`src/rtl/bit_serial_alu_seq.sv`:
```
// Bit-serial word ALU sequencer: drives an external combinational 1-bit ALU cell
// LSB first, one bit per clock, closing the carry loop through carry_q.
module bit_serial_alu_seq #(
    parameter int unsigned WIDTH = 8
) (
    input  logic             clk,
    input  logic             rst_n,
    input  logic             start,
    input  logic [3:0]       op,
    input  logic [WIDTH-1:0] a_in,
    input  logic [WIDTH-1:0] b_in,
    output logic             busy,
    output logic             done,
    output logic [WIDTH-1:0] result,
    output logic             carry_out,
    output logic             overflow,
    output logic             zero,
    output logic             alu_a,
    output logic             alu_b,
    output logic             alu_carry_in,
    output logic [3:0]       alu_op,
    input  logic             alu_result,
    input  logic             alu_carry_out
);

    localparam int unsigned    CW     = $clog2(WIDTH);
    localparam logic [CW-1:0]  LAST   = CW'(WIDTH - 1);
    localparam logic [3:0]     OP_ADD = 4'b0010;
    localparam logic [3:0]     OP_SUB = 4'b0110;

    typedef enum logic [1:0] {IDLE, RUN, DONE} state_t;

    state_t           state, state_nx;
    logic [WIDTH-1:0] a_sh, b_sh, res_sh;
    logic [3:0]       op_q;
    logic [CW-1:0]    cnt;
    logic             carry_q;
    logic             arith;
    logic [WIDTH-1:0] res_next;

    assign arith    = (op_q == OP_ADD) || (op_q == OP_SUB);
    assign res_next = {alu_result, res_sh[WIDTH-1:1]};
    assign result   = res_sh;

    always_ff @(posedge clk or negedge rst_n) begin
        if (!rst_n) begin
            state <= IDLE;
        end else begin
            state <= state_nx;
        end
    end

    always_comb begin
        state_nx     = state;
        busy         = 1'b0;
        done         = 1'b0;
        alu_a        = 1'b0;
        alu_b        = 1'b0;
        alu_carry_in = 1'b0;
        alu_op       = 4'b0000;
        case (state)
            IDLE: begin
                if (start) state_nx = RUN;
            end
            RUN: begin
                busy         = 1'b1;
                alu_a        = a_sh[0];
                alu_b        = b_sh[0];
                alu_carry_in = carry_q;
                alu_op       = op_q;
                if (cnt == LAST) state_nx = DONE;
            end
            DONE: begin
                busy     = 1'b1;
                done     = 1'b1;
                state_nx = IDLE;
            end
            default: state_nx = IDLE;
        endcase
    end

    always_ff @(posedge clk or negedge rst_n) begin
        if (!rst_n) begin
            a_sh      <= '0;
            b_sh      <= '0;
            res_sh    <= '0;
            op_q      <= 4'b0000;
            cnt       <= '0;
            carry_q   <= 1'b0;
            carry_out <= 1'b0;
            overflow  <= 1'b0;
            zero      <= 1'b0;
        end else if (state == IDLE && start) begin
            a_sh      <= a_in;
            b_sh      <= b_in;
            op_q      <= op;
            cnt       <= '0;
            res_sh    <= '0;
            carry_q   <= (op == OP_SUB);
            carry_out <= 1'b0;
            overflow  <= 1'b0;
            zero      <= 1'b0;
        end else if (state == RUN) begin
            res_sh <= res_next;
            a_sh   <= a_sh >> 1;
            b_sh   <= b_sh >> 1;
            cnt    <= cnt + 1'b1;
            if (arith) carry_q <= alu_carry_out;
            // carry_q still holds the carry into the MSB here, giving signed overflow
            if (cnt == LAST) begin
                carry_out <= arith & alu_carry_out;
                overflow  <= arith & (carry_q ^ alu_carry_out);
                zero      <= (res_next == '0);
            end
        end
    end

endmodule

```
`config.mk`:
```
export PLATFORM = sky130hd
export DESIGN_NAME = bit_serial_alu_seq
export DESIGN_NICKNAME = d
export VERILOG_FILES = /design/src/rtl/bit_serial_alu_seq.sv
export SDC_FILE = /design/constraint.sdc
export NUM_CORES = 1
export LEC_CHECK = 0
export ABC_AREA = 1
export ABC_CLOCK_PERIOD_IN_PS = 1500
export CORE_MARGIN = 3
export CORE_UTILIZATION = 35
export CTS_BUF_LIST = sky130_fd_sc_hd__clkbuf_16
export CTS_CLUSTER_DIAMETER = 100
export DETAILED_ROUTE_END_ITERATION = 10
export PLACE_DENSITY = 0.7
export SYNTH_ARGS = -nofsm -noshare
export SYNTH_HDL_FRONTEND = slang
export SYNTH_SLANG_ARGS = --single-unit
```
`constraint.sdc`:
```
create_clock -name clk -period 1.5 [get_ports clk]
set_clock_uncertainty 0.15 [all_clocks]
set_input_delay 0.3 -clock clk [delete_from_list [all_inputs] [get_ports clk]]
set_output_delay 0.3 -clock clk [all_outputs]
set_load 0.05 [all_outputs]
```
=== Word-level counts from Yosys, hierarchy flattened ===
Cells that the tools add are included.

* Bits in registers: 37
* Input port bits: 25
* Output and inout port bits: 20
* Logic and storage cells: 62

* Add/subtract/negate cells: 1
* Equal/unequal tests: 8
* Muxes and demuxes: 29
* Bitwise gates (word level): 3
* Reduce and logical (&&, ||, !) cells: 11

{| class="wikitable"
|+ Operators by type and width
! kind !! count
|-
| 2-to-1 mux 8 bit || 6
|-
| 2-to-1 mux 1 bit || 17
|-
| equality test 4 x 3 -> 1 bit, second input constant || 2
|-
| logical NOT 8 bit || 1
|-
| 2-to-1 mux 3 bit || 2
|-
| AND reduction 2 bit || 3
|-
| nonzero test 2 bit || 3
|-
| equality test 4 x 2 -> 1 bit, second input constant || 1
|-
| 2-to-1 mux 2 bit || 2
|-
| 2-to-1 mux 4 bit || 1
|-
| one-hot mux 2 bit (2 select lines) || 1
|-
| adder 3 x 1 -> 3 bit, second input constant || 1
|-
| equality test 3 bit, second input constant || 1
|-
| AND 1 bit || 2
|-
| equality test 2 x 1 -> 1 bit, second input constant || 1
|-
| equality test 2 bit, second input constant || 1
|-
| logical NOT 2 bit || 1
|-
| != test 2 x 1 -> 1 bit, second input constant || 1
|-
| != test 2 bit, second input constant || 1
|-
| OR reduction 2 bit || 1
|-
| logical AND 1 bit || 1
|-
| logical OR 1 bit || 1
|-
| XOR 1 bit || 1
|}

=== Longest topological paths before layout ===
* Depth in word-level cells: 6
* Depth in mapped cells: 9
* Depth with buffers taken out: 8

=== Worst setup path after synthesis ===
OpenSTA, ideal clock, no wires.

* Kind: register -> output
* From: reg state[1]
* To: out alu_op[2]
* Arrival time: 1351 ps
* Required time: 1050 ps
* Path slack: -301 ps
* Cell stages (with the launch flop): 7
* Path buffers: 2
* Cells stage by stage: dfrtp_1 > inv_1 > ha_1 > buf_6 > buf_2 > nand2_1 > inv_1

* Word-level cells in the longest chain between the ends: 2

{| class="wikitable"
|+ RTL lines
! item !! line !! RTL
|-
| start: declaration || 33 || <nowiki>state_t state, state_nx;</nowiki>
|-
| start signal: assignment || 49 || <nowiki>state <= state_nx;</nowiki>
|-
| equality test 2 x 1 -> 1 bit || 61 || <nowiki>case (state)</nowiki>
|-
| 2-to-1 mux 4 bit || 61 ||
|-
| end: declaration || 21 || <nowiki>output logic [3:0] alu_op,</nowiki>
|}

Every way passes these cells.

=== Worst setup path in the final report ===
* From: reg state[1]
* To: out alu_op[3]

Same word-level chain as after synthesis.

==> reports/qor.log <==
qor: run_status.run_status finished with violations
qor: run_status.violated_checks negative setup slack
qor: yosys.commonest_cells_in_the_netlist nand2_1 (48), dfrtp_1 (37), a21oi_1 (25), nand3_1 (25), nor2_1 (22)
qor: global_routing.grt-ovfl-total 0
qor: placed_design.pre_cts_ws -133 ps
qor: detailed_routing.drt-wirelength-per-cell 13.2 µm
qor: layout.final_cells 354
qor: layout.post_route_cells_drive_above_1_share 0.355
qor: yosys.ys_seq_area_frac 0.501
qor: layout.num-nets-final 320
qor: placed_design.gp_routability_congestion 0.778
qor: floorplan.die_area 6190 µm²
qor: clocking.worst_skew_pair.late_latency 270 ps
qor: detailed_routing.firstDrtPassIters 4
qor: pwr.largest_voltage_drop_on_the_vdd_net 1.04 mV
qor: yosys.postSynthRegisterBits 37
qor: sta.achievable-frequency 0.558 GHz
qor: yosys.synth_edf_count 0
qor: placed_design.portBuffers 44
qor: yosys.synthMostInstantiatedCell nand2_1
qor: sta.max_slew.worst_pin.slew 428 ps
qor: yosys.synth_area 1850 µm²
qor: detailed_routing.route.detailed.drc 0
qor: pwr.sw_frac_of_total 0.425
qor: sta.timing.final.max_slew_violations 0
qor: clocking.cts_buffer_depth 2
qor: critical_path.timing_worst_setup_path_type reg2out
qor: sta.period_needed 1790 ps
qor: global_routing.grt_first_pass_wirelength 7510 µm
qor: worst_hold_path.worst_min_delay_path_category reg2reg
qor: clocking.worst_setup_hold_path_clk_slew 50 ps
qor: floorplan.ioPinCount 45
qor: pwr.power.switching 3200 µW
qor: yosys.synth-async-reset-ratio 1.00
qor: critical_path.req_time_crit_path 1050 ps
qor: clocking.tritoncts yes
qor: critical_path.data_arrival_time_of_the_critical_path 1340 ps
qor: pwr.part_of_the_power_in_combinational_logic 0.617
qor: floorplan.die_w 78.7 µm
qor: layout.antenna_cells 0
qor: layout.area_growth_syn_to_layout 71.2%
qor: sta.report.final.hold_viol_count 0
qor: detailed_routing.drt-vias-per-instance 4.81
qor: layout.final_core_utilization 0.644
qor: yosys.avgSynthCellArea 8.40 µm²
qor: yosys.postSynthCellCount 220
qor: global_routing.antenna_found_initial 0
qor: floorplan.start_util 0.376
qor: global_routing.track_usage 0.154
qor: pwr.power.share.sequential 0.256
qor: critical_path.worstPathMaxFanout 5
qor: pwr.leakage 0.00145 µW
qor: floorplan.chipHeight 78.7 µm
qor: placed_design.dp_hpwl 2970 µm
qor: clocking.cts-root-buf clkbuf_16
qor: pwr.internal_power 4330 µW
qor: sta.finalCritPeriodShare 1.19
qor: sta.finalSetupTns -4190 ps
qor: yosys.dominantRegCellSynth dfrtp_1
qor: clocking.cts_made_buffers 5
qor: clocking.cts-htree-levels 2
qor: sta.slew-limit-headroom 0.715
qor: sta.setup_slack -291 ps
qor: pwr.clock_power_share 0.128
qor: detailed_routing.postRouteWirelength 4670 µm
qor: pwr.power_density 2380 nW/µm²
qor: global_routing.grt_max_degree 22
qor: critical_path.start_kind register
qor: placed_design.place_inst 335
qor: yosys.yosys_warnings 0
qor: global_routing.first_global_vias 1658
qor: floorplan.core_area 4910 µm²
qor: floorplan.std_cell_rows 25
qor: sta.grt_setup_unrepaired yes
qor: yosys.synthDistinctLibCells 19
qor: sta.setup-violations-final 40
qor: yosys.synth.area.top_cells dfrtp_1 (50%), nand2_1 (9.7%), a21oi_1 (6.8%)
qor: detailed_routing.vias 1702
qor: yosys.synth_top_area_cell dfrtp_1
qor: critical_path.end_kind primary output
qor: detailed_routing.post_drt_antenna_nets 0
qor: yosys.postSynthNetCount 252
qor: sta.min_hold_slack 350 ps
qor: job.max-cap-violations 0
qor: yosys.synth_largest_type_area_fraction 0.501
qor: detailed_routing.initialDrtViolationCount 109
qor: clocking.tritoncts_num_sinks 37
layer usage:
| layer | up-vias | GRT usage | routed length, µm |
|---|---|---|---|
| met1 | 795 | 0.200 | 2100 |
| met2 | 54 | 0.246 | 2250 |
| li1 | 843 | - | - |
| met4 | 0 | 0.0664 | 97 |
| met5 | - | 0 | 0 |
| met3 | 10 | 0.0344 | 224 |
sequential cells by signal, indices dropped and copies added (netlist names):
name,cells
a_sh,8
b_sh,8
carry_out,1
carry_q,1
cnt,3
op_q,4
overflow,1
result,8
state,2
zero,1
logic make-up after synthesis:
group / share of synthesized area
buffers and inverters: 0.104
flip-flops: 0.501
AO/OA/AOI/OAI: 0.106
AND/OR/NAND/NOR: 0.233
XOR/XNOR: 0.00948
adder cells (fa/ha/maj): 0.0474
power groups by stage:
stage               Clock (µW)  Sequential, µW  Combinational (µW)
global placement             0            1880                3770
detailed placement           0            1890                3840
CTS                        980            1910                4430
floorplan                    0            2190                2040
global route              1010            1990                4980
finish                     964            1930                4640
cell type report:
cell class	instances	area, µm²
inverter	22	121
tap	67	83.8
fill	371	1750
timing repair buffer	73	983
clock buffer	5	125
multi-input combinational	149	920
clock inverter	1	5.00
sequential	37	926
placed cells by master (no fill, tap or decap), types with 2 or more instances in the layout:
master,count
o21ai_0,3
inv_4,2
clkinvlp_4,7
ha_4,3
ha_1,4
a21oi_1,14
nor2_1,21
o21ai_1,10
nand3_2,5
dfrtp_1,37
buf_12,24
buf_4,15
buf_6,6
nand2_1,40
nand3_1,20
inv_1,10
inv_2,2
nand2_4,7
clkdlybuf4s50_1,23
clkbuf_16,7
a21oi_2,11
nand2_2,3
per-stage QoR:
step	power (µW)	cell area (µm²)
floorplan	4230	1950
global placement	5650	2710
detailed placement	5740	2710
CTS	7320	3080
global route	7980	3160
finish	7530	3160
path summary, 6_finish.rpt:
path	from	depth (start not counted)	end	slack, ps
max reg2reg	state[1]	11	carry_out	-110
max in group asynchronous	rst_n	3	a_sh[3]	340
min in group asynchronous	rst_n	2	result[0]	360
max	state[1]	6	alu_op[3]	-290
min	b_sh[7]	2	b_sh[7]	350
min reg2reg	b_sh[7]	2	b_sh[7]	350
what timing repair did:
action	in CTS	in global routing
hold endpoints to repair	17	0
setup endpoints to repair	41	44
hold buffers	1	0
cloned	1	2
setup buffers	8	1
gates resized for setup	37	12
pin swaps	3	1
worst max-delay path, stage by stage (launching register included):
cell and delay, ps:
dfrtp_1 380, inv_2 70, ha_4 170, buf_12 140, nand2_4 60, clkinvlp_4 80, buf_12 150
No activity file was read; power rests on OpenSTA's default activity.
